--- src/rtl/drv_bus_ctrl.sv ---
// Drive bus controller: decodes the 1581-style CPU address map and sequences ROM/peripheral accesses.
// Optional last-byte ROM buffer is built when DRV_ROM_LASTBYTE_EN is defined.
module drv_bus_ctrl #(
  parameter int         PER_TIMEOUT = 15,
  parameter logic [7:0] OPEN_BUS    = 8'hFF
) (
  input  logic        clk_i,
  input  logic        rst_i,
  input  logic [15:0] cpu_addr_i,
  input  logic        cpu_req_i,
  input  logic        cpu_we_i,
  input  logic [7:0]  cpu_wdata_i,
  output logic [7:0]  cpu_rdata_o,
  output logic        cpu_ack_o,
  output logic [14:0] rom_addr_o,
  output logic        rom_oen_o,
  input  logic [7:0]  rom_data_i,
  output logic [2:0]  per_sel_o,
  output logic [12:0] per_addr_o,
  output logic        per_we_o,
  output logic [7:0]  per_wdata_o,
  input  logic [7:0]  per_rdata_i,
  input  logic        per_ack_i,
  output logic        bus_err_o,
  output logic [2:0]  state_o
);

  // CPU handshake: cpu_req is held with stable address/data until the one-cycle
  // cpu_ack pulse; a request is only sampled in IDLE.
  localparam logic [2:0] S_IDLE     = 3'd0;
  localparam logic [2:0] S_ROM_RD   = 3'd1;
  localparam logic [2:0] S_ROM_CAP  = 3'd2;
  localparam logic [2:0] S_PER_WAIT = 3'd3;
  localparam logic [2:0] S_RESP     = 3'd4;

  localparam logic [7:0] TIMEOUT_LAST = 8'(PER_TIMEOUT - 1);

  logic [2:0]  state_q, state_d;
  logic        cpu_ack_q, cpu_ack_d;
  logic [7:0]  cpu_rdata_q, cpu_rdata_d;
  logic [14:0] rom_addr_q, rom_addr_d;
  logic        rom_oen_q, rom_oen_d;
  logic [2:0]  per_sel_q, per_sel_d;
  logic [12:0] per_addr_q, per_addr_d;
  logic        per_we_q, per_we_d;
  logic [7:0]  per_wdata_q, per_wdata_d;
  logic        bus_err_q, bus_err_d;
  logic [7:0]  cnt_q, cnt_d;

  logic       is_rom;
  logic [2:0] dec_sel;

  assign is_rom  = cpu_addr_i[15];
  assign dec_sel = {cpu_addr_i[15:13] == 3'b011,
                    cpu_addr_i[15:12] == 4'b0100,
                    cpu_addr_i[15:13] == 3'b000};

`ifdef DRV_ROM_LASTBYTE_EN
  logic        lb_valid_q;
  logic [14:0] lb_tag_q;
  logic [7:0]  lb_data_q;
  logic        lb_hit;

  assign lb_hit = lb_valid_q && (lb_tag_q == cpu_addr_i[14:0]);

  always_ff @(posedge clk_i) begin
    if (rst_i) begin
      lb_valid_q <= 1'b0;
      lb_tag_q   <= '0;
      lb_data_q  <= '0;
    end else if (state_q == S_ROM_CAP) begin
      lb_valid_q <= 1'b1;
      lb_tag_q   <= rom_addr_q;
      lb_data_q  <= rom_data_i;
    end
  end
`endif

  always_comb begin
    state_d     = state_q;
    cpu_ack_d   = 1'b0;
    cpu_rdata_d = cpu_rdata_q;
    rom_addr_d  = rom_addr_q;
    rom_oen_d   = rom_oen_q;
    per_sel_d   = per_sel_q;
    per_addr_d  = per_addr_q;
    per_we_d    = per_we_q;
    per_wdata_d = per_wdata_q;
    bus_err_d   = bus_err_q;
    cnt_d       = cnt_q;
    case (state_q)
      S_IDLE: begin
        if (cpu_req_i) begin
          if (is_rom) begin
            if (cpu_we_i) begin
              bus_err_d = 1'b1;
              cpu_ack_d = 1'b1;
              state_d   = S_RESP;
`ifdef DRV_ROM_LASTBYTE_EN
            end else if (lb_hit) begin
              cpu_rdata_d = lb_data_q;
              cpu_ack_d   = 1'b1;
              state_d     = S_RESP;
`endif
            end else begin
              rom_addr_d = cpu_addr_i[14:0];
              rom_oen_d  = 1'b0;
              state_d    = S_ROM_RD;
            end
          end else if (|dec_sel) begin
            per_sel_d   = dec_sel;
            per_addr_d  = cpu_addr_i[12:0];
            per_we_d    = cpu_we_i;
            per_wdata_d = cpu_wdata_i;
            cnt_d       = '0;
            state_d     = S_PER_WAIT;
          end else begin
            // Unmapped hole: complete immediately with open-bus data.
            if (!cpu_we_i) cpu_rdata_d = OPEN_BUS;
            bus_err_d = 1'b1;
            cpu_ack_d = 1'b1;
            state_d   = S_RESP;
          end
        end
      end
      S_ROM_RD: state_d = S_ROM_CAP;
      S_ROM_CAP: begin
        cpu_rdata_d = rom_data_i;
        rom_oen_d   = 1'b1;
        cpu_ack_d   = 1'b1;
        state_d     = S_RESP;
      end
      S_PER_WAIT: begin
        // A per_ack on the final timeout cycle still counts as a normal completion.
        if (per_ack_i) begin
          if (!per_we_q) cpu_rdata_d = per_rdata_i;
          per_sel_d = '0;
          per_we_d  = 1'b0;
          cpu_ack_d = 1'b1;
          state_d   = S_RESP;
        end else if (cnt_q == TIMEOUT_LAST) begin
          if (!per_we_q) cpu_rdata_d = OPEN_BUS;
          per_sel_d = '0;
          per_we_d  = 1'b0;
          bus_err_d = 1'b1;
          cpu_ack_d = 1'b1;
          state_d   = S_RESP;
        end else begin
          cnt_d = cnt_q + 8'd1;
        end
      end
      S_RESP:  state_d = S_IDLE;
      default: state_d = S_IDLE;
    endcase
  end

  always_ff @(posedge clk_i) begin
    if (rst_i) begin
      state_q     <= S_IDLE;
      cpu_ack_q   <= 1'b0;
      cpu_rdata_q <= 8'h00;
      rom_addr_q  <= '0;
      rom_oen_q   <= 1'b1;
      per_sel_q   <= '0;
      per_addr_q  <= '0;
      per_we_q    <= 1'b0;
      per_wdata_q <= '0;
      bus_err_q   <= 1'b0;
      cnt_q       <= '0;
    end else begin
      state_q     <= state_d;
      cpu_ack_q   <= cpu_ack_d;
      cpu_rdata_q <= cpu_rdata_d;
      rom_addr_q  <= rom_addr_d;
      rom_oen_q   <= rom_oen_d;
      per_sel_q   <= per_sel_d;
      per_addr_q  <= per_addr_d;
      per_we_q    <= per_we_d;
      per_wdata_q <= per_wdata_d;
      bus_err_q   <= bus_err_d;
      cnt_q       <= cnt_d;
    end
  end

  assign cpu_ack_o   = cpu_ack_q;
  assign cpu_rdata_o = cpu_rdata_q;
  assign rom_addr_o  = rom_addr_q;
  assign rom_oen_o   = rom_oen_q;
  assign per_sel_o   = per_sel_q;
  assign per_addr_o  = per_addr_q;
  assign per_we_o    = per_we_q;
  assign per_wdata_o = per_wdata_q;
  assign bus_err_o   = bus_err_q;
  assign state_o     = state_q;

endmodule

--- config.mk ---
export PLATFORM = sky130hd
export DESIGN_NAME = drv_bus_ctrl
export DESIGN_NICKNAME = d
export VERILOG_FILES = /design/src/rtl/drv_bus_ctrl.sv
export SDC_FILE = /design/constraint.sdc
export NUM_CORES = 1
export LEC_CHECK = 0
export BUFFER_PORTS_ARGS = -buffer_cell sky130_fd_sc_hd__clkbuf_2
export CAP_MARGIN = 15
export CORE_ASPECT_RATIO = 2
export CORE_UTILIZATION = 49
export CTS_CLUSTER_DIAMETER = 50
export DETAILED_ROUTE_END_ITERATION = 12
export GPL_TIMING_DRIVEN = 0
export MAX_ROUTING_LAYER = met4
export PLACE_DENSITY = 0.79
export SYNTH_ARGS = -nofsm -noshare
export SYNTH_HDL_FRONTEND = slang
export SYNTH_SLANG_ARGS = --single-unit
export TNS_END_PERCENT = 20
--- constraint.sdc ---
create_clock -name clk_i -period 2.5 [get_ports clk_i]
set_clock_uncertainty 0.2 [all_clocks]
set_input_delay 0.5 -clock clk_i [delete_from_list [all_inputs] [get_ports clk_i]]
set_output_delay 0.5 -clock clk_i [all_outputs]
set_load 0.05 [all_outputs]
* Yosys cells after proc, flatten, opt, wreduce, memory -nomap -nowiden
Cells that the tools add are included.
** Word-level totals
- Word-level logic and storage cells :: 99
- Output and inout bits :: 54
- Register bits :: 62
- Input port bits :: 45
** Cells by class
- Reductions and logical operators :: 14
- Eq/ne operators :: 19
- Add/subtract/negate cells :: 1
- Multiplexer cells :: 52
- Bitwise gates (word level) :: 2
** Operator list (number)
- $mux W8 :: 13
- $mux W3 :: 11
- $pmux W8 S3 :: 1
- $mux W1 :: 20
- $ne A2 B2 Y1 const B :: 10
- $pmux W8 S2 :: 1
- $pmux W3 S4 :: 1
- $reduce_and A4 Y1 :: 3
- $reduce_and A6 Y1 :: 2
- $eq A3 B2 Y1 const B :: 3
- $ne A3 B3 Y1 const B :: 3
- $add A8 B1 Y8 const B :: 1
- $eq A8 B4 Y1 const B :: 1
- $reduce_and A7 Y1 :: 1
- $logic_not A3 Y1 :: 2
- $pmux W1 S2 :: 3
- $pmux W3 S2 :: 1
- $reduce_and A5 Y1 :: 1
- $eq A4 B3 Y1 const B :: 1
- $reduce_bool A2 Y1 :: 2
- $eq A3 B1 Y1 const B :: 1
- $pmux W1 S3 :: 1
- $reduce_bool A3 Y1 :: 1
- $reduce_or A3 Y1 :: 1
- other kinds (2) :: 3

* Longest topological paths before layout
Gate-level depths: netlist of run 1.
- Depth in word-level cells :: 6
- Mapped depth :: 7
- Depth with buffers taken out :: 6

* Least setup slack after synthesis of run 1
OpenSTA, ideal clock, no wires.
- Path kind :: reg-to-reg
- Start :: register state_q[0] (netlist: state_o[0])
- End :: register per_addr_q[10] (netlist: per_addr_o[10])
- Stages on the path, launching flop included :: 8
- Buffers on the path :: 3
- Data arrival time :: 1856 ps
- Data required time :: 2172 ps
- Slack :: 317 ps
- Library setup time :: 128 ps
- Clock period less this slack :: 2183 ps
- Path through :: dfxtp_1 buf_6 nor4b_4 and4_4 buf_12 buf_12 mux2i_1 nor2_1
** Between the ends
- Cells in the longest elaborated chain, start to end :: 2
** RTL lines
- start, declared :: RTL line 38 : logic [2:0] state_q, state_d;
- start signal, assigned :: RTL line 171 : state_q <= state_d;
- $logic_not A3 Y1 :: RTL line 91 : case (state_q)
- $reduce_and A4 Y1 (no source line)
- end signal, assigned :: RTL line 177 : per_addr_q <= per_addr_d;
- end, declared :: RTL line 44 : logic [12:0] per_addr_q, per_addr_d;
No other way between the ends.
A chain may end at the register's enable or synchronous reset.

* Worst setup path after layout of run 1
- Start :: register cnt_q[0]
- End :: register cnt_q[7]
** Between the ends
- Cells in the longest elaborated chain, start to end :: 4
- Elaborated cells on any way between the ends :: 7
- Those cells by class :: 1 x add/sub; 2 x eq/ne; 3 x mux; 1 x reduce/logical
** RTL lines
- start, declared :: RTL line 48 : logic [7:0] cnt_q, cnt_d;
- start signal, assigned :: RTL line 181 : cnt_q <= cnt_d;
- $add A8 B1 Y8 :: RTL line 149 : cnt_d = cnt_q + 8'd1;
- $mux W8 :: RTL line 141 : end else if (cnt_q == TIMEOUT_LAST) begin
- $mux W8 :: RTL line 135 : if (per_ack_i) begin
- $pmux W8 S2 :: RTL line 91
Several ways; a longest one is shown, not always the timed one. The select of a mux whose other input is x is not followed.

==> reports/qor.yml, run 1 <==
outcome: "complete, no violations"
post_drt_via_cell_ratio: 5.69
cpPeakStageDelay_ns: 0.44
period_needed_ns: 2.24
max-cap-violations: 0
post-route-period-util_pct: 89.6
synth_top_area_cell: "dfxtp_1"
syn2layout_area_growth_pct: 30.2
synth_edf_count: 0
post_cts_buffers: 0
regArea_sq_um: 1240
root_buffer: "clkbuf_8"
ys_types: 49
grt_pass1_vias: 2513
synth_compound_area_share_pct: 15.6
antenna_found_initial: 0
rsz0062_at_grt: "false"
overflow: 0
drive_gt1_share_pct: 32.7
ys.flop_type: "dfxtp_1"
cts.sinks: 62
initial_core_util_pct: 50.7
hp-class: "input port to register"
syn_nets: 327
yosys_warnings: 0
rows: 38
drc: 0
die_height_um: 107
cts_buffers: 9
worstPathMaxFanout: 10
critPathBufInv: 2
whs_path_depth: 3
synthTopCellsByArea: "dfxtp_1 (46%), mux2i_1 (14%), nor2_1 (5.9%)"
critPathLaunchType: "register"
synthAdderAreaFrac_pct: 0.918
drt-initial-drc-count: 62
worstPathArrival_ns: 2.29
portBuffers: 98
rr_worst_depth: 7
end_kind: "register"
cts_resized: 0
vias: 2584
netlist_instances: 280
ys_seq_elements: 62
dieArea_sq_um: 5880
powerDensity_nw_per_um2: 756
num-nets-final: 436
hold_viol: 0
cts_buffer_depth: 2
tritoncts: "done"
nFillCells: 477
setup_viol: 0
synthMuxAreaShare_pct: 13.6
tns_ns: 0
crit_type: "register to register"
required_ns: 2.55
ys_seq_area_share_pct: 45.5
cp_slowest_cell: "dfxtp_1"
avgSynthCellArea_sq_um: 9.74
tightest_slew_ns: 0.608
syn_area_sq_um: 2730
ios: 99
cellLeakagePower_nw: 1.75
multi_input_area_sq_um: 1370
path_cells: "inv_1 -> ha_1 -> and4b_1 -> a211o_1 -> buf_2 -> o21ba_2 -> a311oi_1"
routabilityCongestion: 0.855
grt_max_degree: 12
core_area_sq_um: 5370
synthXorXnorAreaFrac_pct: 0
drv_slew: 0
final_common_cell: "clkbuf_2"
firstDrtPassIters: 4
grt_pass1_wl_mm: 10.6
track_usage_pct: 26.0
worst-path-stages: 7
synth_top_family_by_area: "simple AND/OR/NAND/NOR gates"
die_width_um: 54.7
yosys.area_share.simple_pct: 20.1
fmaxAchievable_mhz: 447
synthArstFlopShare_pct: 0
setup_slack_ns: 0.261
routed_wl_mm: 6.87
drtAntennaViolNets: 0
n_antenna_cell: 0
wl_per_cell_um: 15.1
vdd_ir_drop_max_v: 0.000806
relSlewSlack_pct: 59.1
dp_hpwl_mm: 5.31
clk_latency_ns: 0.34
ctsHoldBuffers: 0
critPathTopFamily: "compound AO/OA/AOI/OAI gates"
cts.htree.levels: 3
final_cell_mix: "clkbuf_2 (98), dfxtp_1 (62), nor2_1 (43), mux2i_1 (37), nand2_1 (19)"
pre_cts_ws_ns: 0.262
netlist.area_leader.share_pct: 45.5
whs_ns: 0.192
path_clk_slew_ns: 0.07
## synth_stat cells, types with 2 or more instances
library cell / instances
a21oi_1: 9
a311oi_1: 3
a31oi_1: 3
and4_1: 2
buf_12: 2
buf_2: 4
clkbuf_1: 8
dfxtp_1: 62
ha_1: 2
inv_1: 3
mux2i_1: 37
nand2_1: 19
nand2b_1: 2
nand3_1: 14
nor2_1: 43
nor2b_1: 3
nor3_1: 5
nor4b_4: 2
o211a_1: 9
o211ai_1: 8
o21a_1: 2
o21ai_0: 3
o22ai_1: 8
or3_1: 2
## final timing paths
| path | from | slack, ns | endpoint |
|---|---|---|---|
| max reg2reg | cnt_q[0] | 0.26 | cnt_q[7] |
| min | cpu_wdata_i[4] | 0.19 | per_wdata_o[4] |
| max | cnt_q[0] | 0.26 | cnt_q[7] |
| min reg2reg | rom_addr_o[12] | 0.26 | rom_addr_o[12] |
## cell type report
cell class | count | area share [%]
inverters | 4 | 0.423
well taps | 60 | 2.12
multi-input cells | 199 | 38.6
clock inverters | 5 | 2.96
clock buffers | 11 | 4.27
repair buffers | 98 | 13.8
flip-flops and latches | 62 | 35.0
plain buffers | 15 | 2.86
## worst min-delay path: stages
cell and delay, ns:
clkbuf_2 0.07, mux2i_1 0.06, nor2_1 0.07
## routing by layer
| layer | vias to the layer above | GRT usage [%] | share of wire, % |
|---|---|---|---|
| met1 | 1200 | 21.8 | 34 |
| met4 | 0 | 15.6 | 2.6 |
| met2 | 117 | 46.6 | 57 |
| met3 | 22 | 6.92 | 5.8 |
| li1 | 1245 | - | - |
| met5 | - | - | 0 |
## logic make-up after synthesis
group,after synthesis
and+or+nand+nor,104
DFF,62
AOI/OAI and AO/OA,56
muxes,37
buffers and inverters,19
adders and majority gates,2
## flip-flops by register name, indices dropped and copies added, names as in the netlist
register / flops
rom_addr_o: 15
per_addr_o: 13
cnt_q: 8
cpu_rdata_o: 8
per_wdata_o: 8
per_sel_o: 3
state_o: 3
bus_err_o: 1
cpu_ack_o: 1
per_we_o: 1
rom_oen_o: 1
## report_power, final
part | internal (mW) | leakage [nW] | switching, mW | total (mW)
registers | 1.04 | 0.503 | 0.0288 | 1.07
logic | 0.163 | 1.12 | 0.345 | 0.508
clock network | 0.716 | 0.122 | 0.393 | 1.11
## through the flow
step / utilization, % / std cells / area (sq um) / power, mW
final: 66.0 / 454 / 3550 / 2.68
after floorplan: - / 280 / 2730 / 1.46
after CTS: 66.0 / 454 / 3550 / 2.71
after global placement: 61.3 / 438 / 3290 / 1.59
after global routing: 66.0 / 454 / 3550 / 2.79
after detailed placement: 61.3 / 438 / 3290 / 1.60
Note: power is estimated with default switching activity, not from simulation.
==> run 2: changes to the inputs <==
--- a/config.mk
+++ b/config.mk
@@ -13,7 +13,7 @@
 export DETAILED_ROUTE_END_ITERATION = 12
 export GPL_TIMING_DRIVEN = 0
 export MAX_ROUTING_LAYER = met4
-export PLACE_DENSITY = 0.79
+export PLACE_DENSITY = 0.78
 export SYNTH_ARGS = -nofsm -noshare
 export SYNTH_HDL_FRONTEND = slang
 export SYNTH_SLANG_ARGS = --single-unit
==> run 2 against run 1 <==
Worst hold slack improved by 0.0010 ns; largest power group unchanged; via count fell by 1.2%; non-clock buffer count did not move; clock power rose by 9%; global-route usage rose by 0.20 points; utilization rose by 0.44 points; sequential cell count did not move; sequential power barely moved; fmax fell by 0.55%; first-iteration DRC count rose by 23%; sequential share of layout area fell by 0.23 points; largest cell class unchanged.
==> reports/qor.yml, run 2 (synthesized netlist as in run 1, its figures left out) <==
powerDensity_nw_per_um2: 780  # was 756 nW/um^2
p_sw_share_pct: 27.5  # was 28.6%
drive_gt1_share_pct: 32.7  # unchanged
pre_cts_ws_ns: 0.256  # was 0.262 ns
num-nets-final: 436  # unchanged
critPathTopFamily: "compound AO/OA/AOI/OAI gates"  # unchanged
wl_met3_um: 408  # was 399 um
drv_slew: 0  # unchanged
overflow: 0  # unchanged
highest_layer: "met4"  # unchanged
final_common_cell: "clkbuf_2"  # unchanged
cts_resized: 0  # unchanged
drt-initial-drc-count: 76  # was 62
setup_viol: 0  # unchanged
path_cells: "inv_1 -> ha_1 -> and4b_1 -> a211oi_4 -> nor4b_4 -> o211a_1"  # was inv_1 -> ha_1 -> and4b_1 -> a211o_1 -> buf_2 -> o21ba_2 -> a311oi_1
track_usage_pct: 26.2  # was 26.0%
outcome: "complete, no violations"  # unchanged
routabilityCongestion: 0.870  # was 0.855
critPathBufInv: 1  # was 2
largest_register_ffs: 15  # unchanged
tritoncts: "done"  # unchanged
hp-class: "input port to register"  # unchanged
critPathLaunchType: "register"  # unchanged
worstPathMaxFanout: 9  # was 10
cts.htree.levels: 3  # unchanged
ios: 99  # unchanged
fmaxAchievable_mhz: 444  # was 447 MHz
relSlewSlack_pct: 61.2  # was 59.1%
post_drt_via_cell_ratio: 5.63  # was 5.69
wl_met1_mm: 2.35  # unchanged
routed_wl_mm: 6.79  # was 6.87 mm
ctsHoldBuffers: 0  # unchanged
die_width_um: 54.7  # unchanged
cpPeakStageDelay_ns: 0.54  # was 0.44 ns
intPower_mw: 2.02  # was 1.92 mW
rsz0062_at_grt: "false"  # unchanged
cts_buffers: 9  # unchanged
grt_max_degree: 12  # unchanged
max-cap-violations: 0  # unchanged
n_antenna_cell: 0  # unchanged
syn2layout_area_growth_pct: 31.0  # was 30.2%
core_area_sq_um: 5370  # unchanged
post_cts_buffers: 0  # unchanged
dieArea_sq_um: 5880  # unchanged
path_clk_slew_ns: 0.07  # about the same
hold_viol: 0  # unchanged
wl_per_cell_um: 14.9  # was 15.1 um
nFillCells: 473  # was 477
period_needed_ns: 2.25  # was 2.24 ns
drtAntennaViolNets: 0  # unchanged
power_frac_seq_pct: 38.2  # was 39.7%
vias: 2554  # was 2584
power_mw: 2.79  # was 2.68 mW
rows: 38  # unchanged
vdd_ir_drop_max_v: 0.000574  # was 0.000806 V
worstPathArrival_ns: 2.29  # about the same
portBuffers: 98  # unchanged
cts.sinks: 62  # unchanged
drc: 0  # unchanged
cts_buffer_depth: 2  # unchanged
die_height_um: 107  # unchanged
dp_hpwl_mm: 5.24  # was 5.31 mm
pwr-share-comb_pct: 18.2  # was 18.9%
firstDrtPassIters: 4  # unchanged
initial_core_util_pct: 50.7  # unchanged
p_sw_mw: 0.768  # was 0.767 mW
setup_slack_ns: 0.248  # was 0.261 ns
grt_pass1_vias: 2537  # was 2513
antenna_found_initial: 0  # unchanged
wl_met2_mm: 3.84  # was 3.94 mm
cellLeakagePower_nw: 1.77  # was 1.75 nW
whs_ns: 0.193  # was 0.192 ns
post-route-period-util_pct: 90.1  # was 89.6%
tns_ns: 0  # unchanged
grt_pass1_wl_mm: 10.7  # was 10.6 mm
cp_slowest_cell: "a211oi_4"  # was dfxtp_1
clkPwrFrac_pct: 43.6  # was 41.3%
root_buffer: "clkbuf_8"  # unchanged
clk_latency_ns: 0.34  # about the same
crit_type: "register to register"  # unchanged
final_util_pct: 66.5  # was 66.0%
required_ns: 2.53  # was 2.55 ns
end_kind: "register"  # unchanged
tightest_slew_ns: 0.578  # was 0.608 ns
final_cell_mix: "clkbuf_2 (98), dfxtp_1 (62), nor2_1 (43), mux2i_1 (37), nand2_1 (19)"  # unchanged
## run 2: worst reg2reg max path, stage by stage (launching register included)
cell and delay, ns:
dfxtp_1 0.45, inv_1 0.10, ha_1 0.20, and4b_1 0.23, a211oi_4 0.54, nor4b_4 0.17
o211a_1 0.25
## run 2: power by group through the flow
stage / combinational [mW] / sequential, mW / clock (mW)
after CTS: 0.510 / 1.07 / 1.24
after global routing: 0.544 / 1.07 / 1.27
after global placement: 0.502 / 1.09 / 0
final: 0.507 / 1.07 / 1.21
after detailed placement: 0.509 / 1.09 / 0
after floorplan: 0.204 / 1.25 / 0
## run 2: cell type report
type | count | area (sq um) | area share, %
Buffer | 15 | 101 | 2.84
Clock buffer | 11 | 151 | 4.24
Clock inverter | 5 | 129 | 3.61
Inverter | 4 | 15.0 | 0.420
Multi-Input combinational cell | 199 | 1370 | 38.3
Sequential cell | 62 | 1240 | 34.7
Tap cell | 60 | 75.1 | 2.10
Timing Repair Buffer | 98 | 490 | 13.7
## run 2: path summary, 6_finish.rpt
kind	to	start	depth (start not counted)	slack, ns
worst max register to register	cpu_rdata_o[1]	cnt_q[0]	6	0.25
worst min register to register	rom_addr_o[13]	rom_addr_o[13]	2	0.26
worst max-delay path	cpu_rdata_o[1]	cnt_q[0]	6	0.25
worst min-delay path	per_wdata_o[7]	cpu_wdata_i[7]	3	0.19
## run 2: through the flow
stage / cell area, sq um / std cells
detailed placement: 3290 / 438
global placement: 3290 / 438
finish: 3570 / 454
CTS: 3570 / 454
global route: 3570 / 454
floorplan: 2730 / 280
## run 2: per-layer routing
layer,vias to the layer above,track usage (%)
li1,1244,-
met1,1193,22.0
met2,104,47.0
met3,13,8.62
met4,0,13.6
met5,-,-
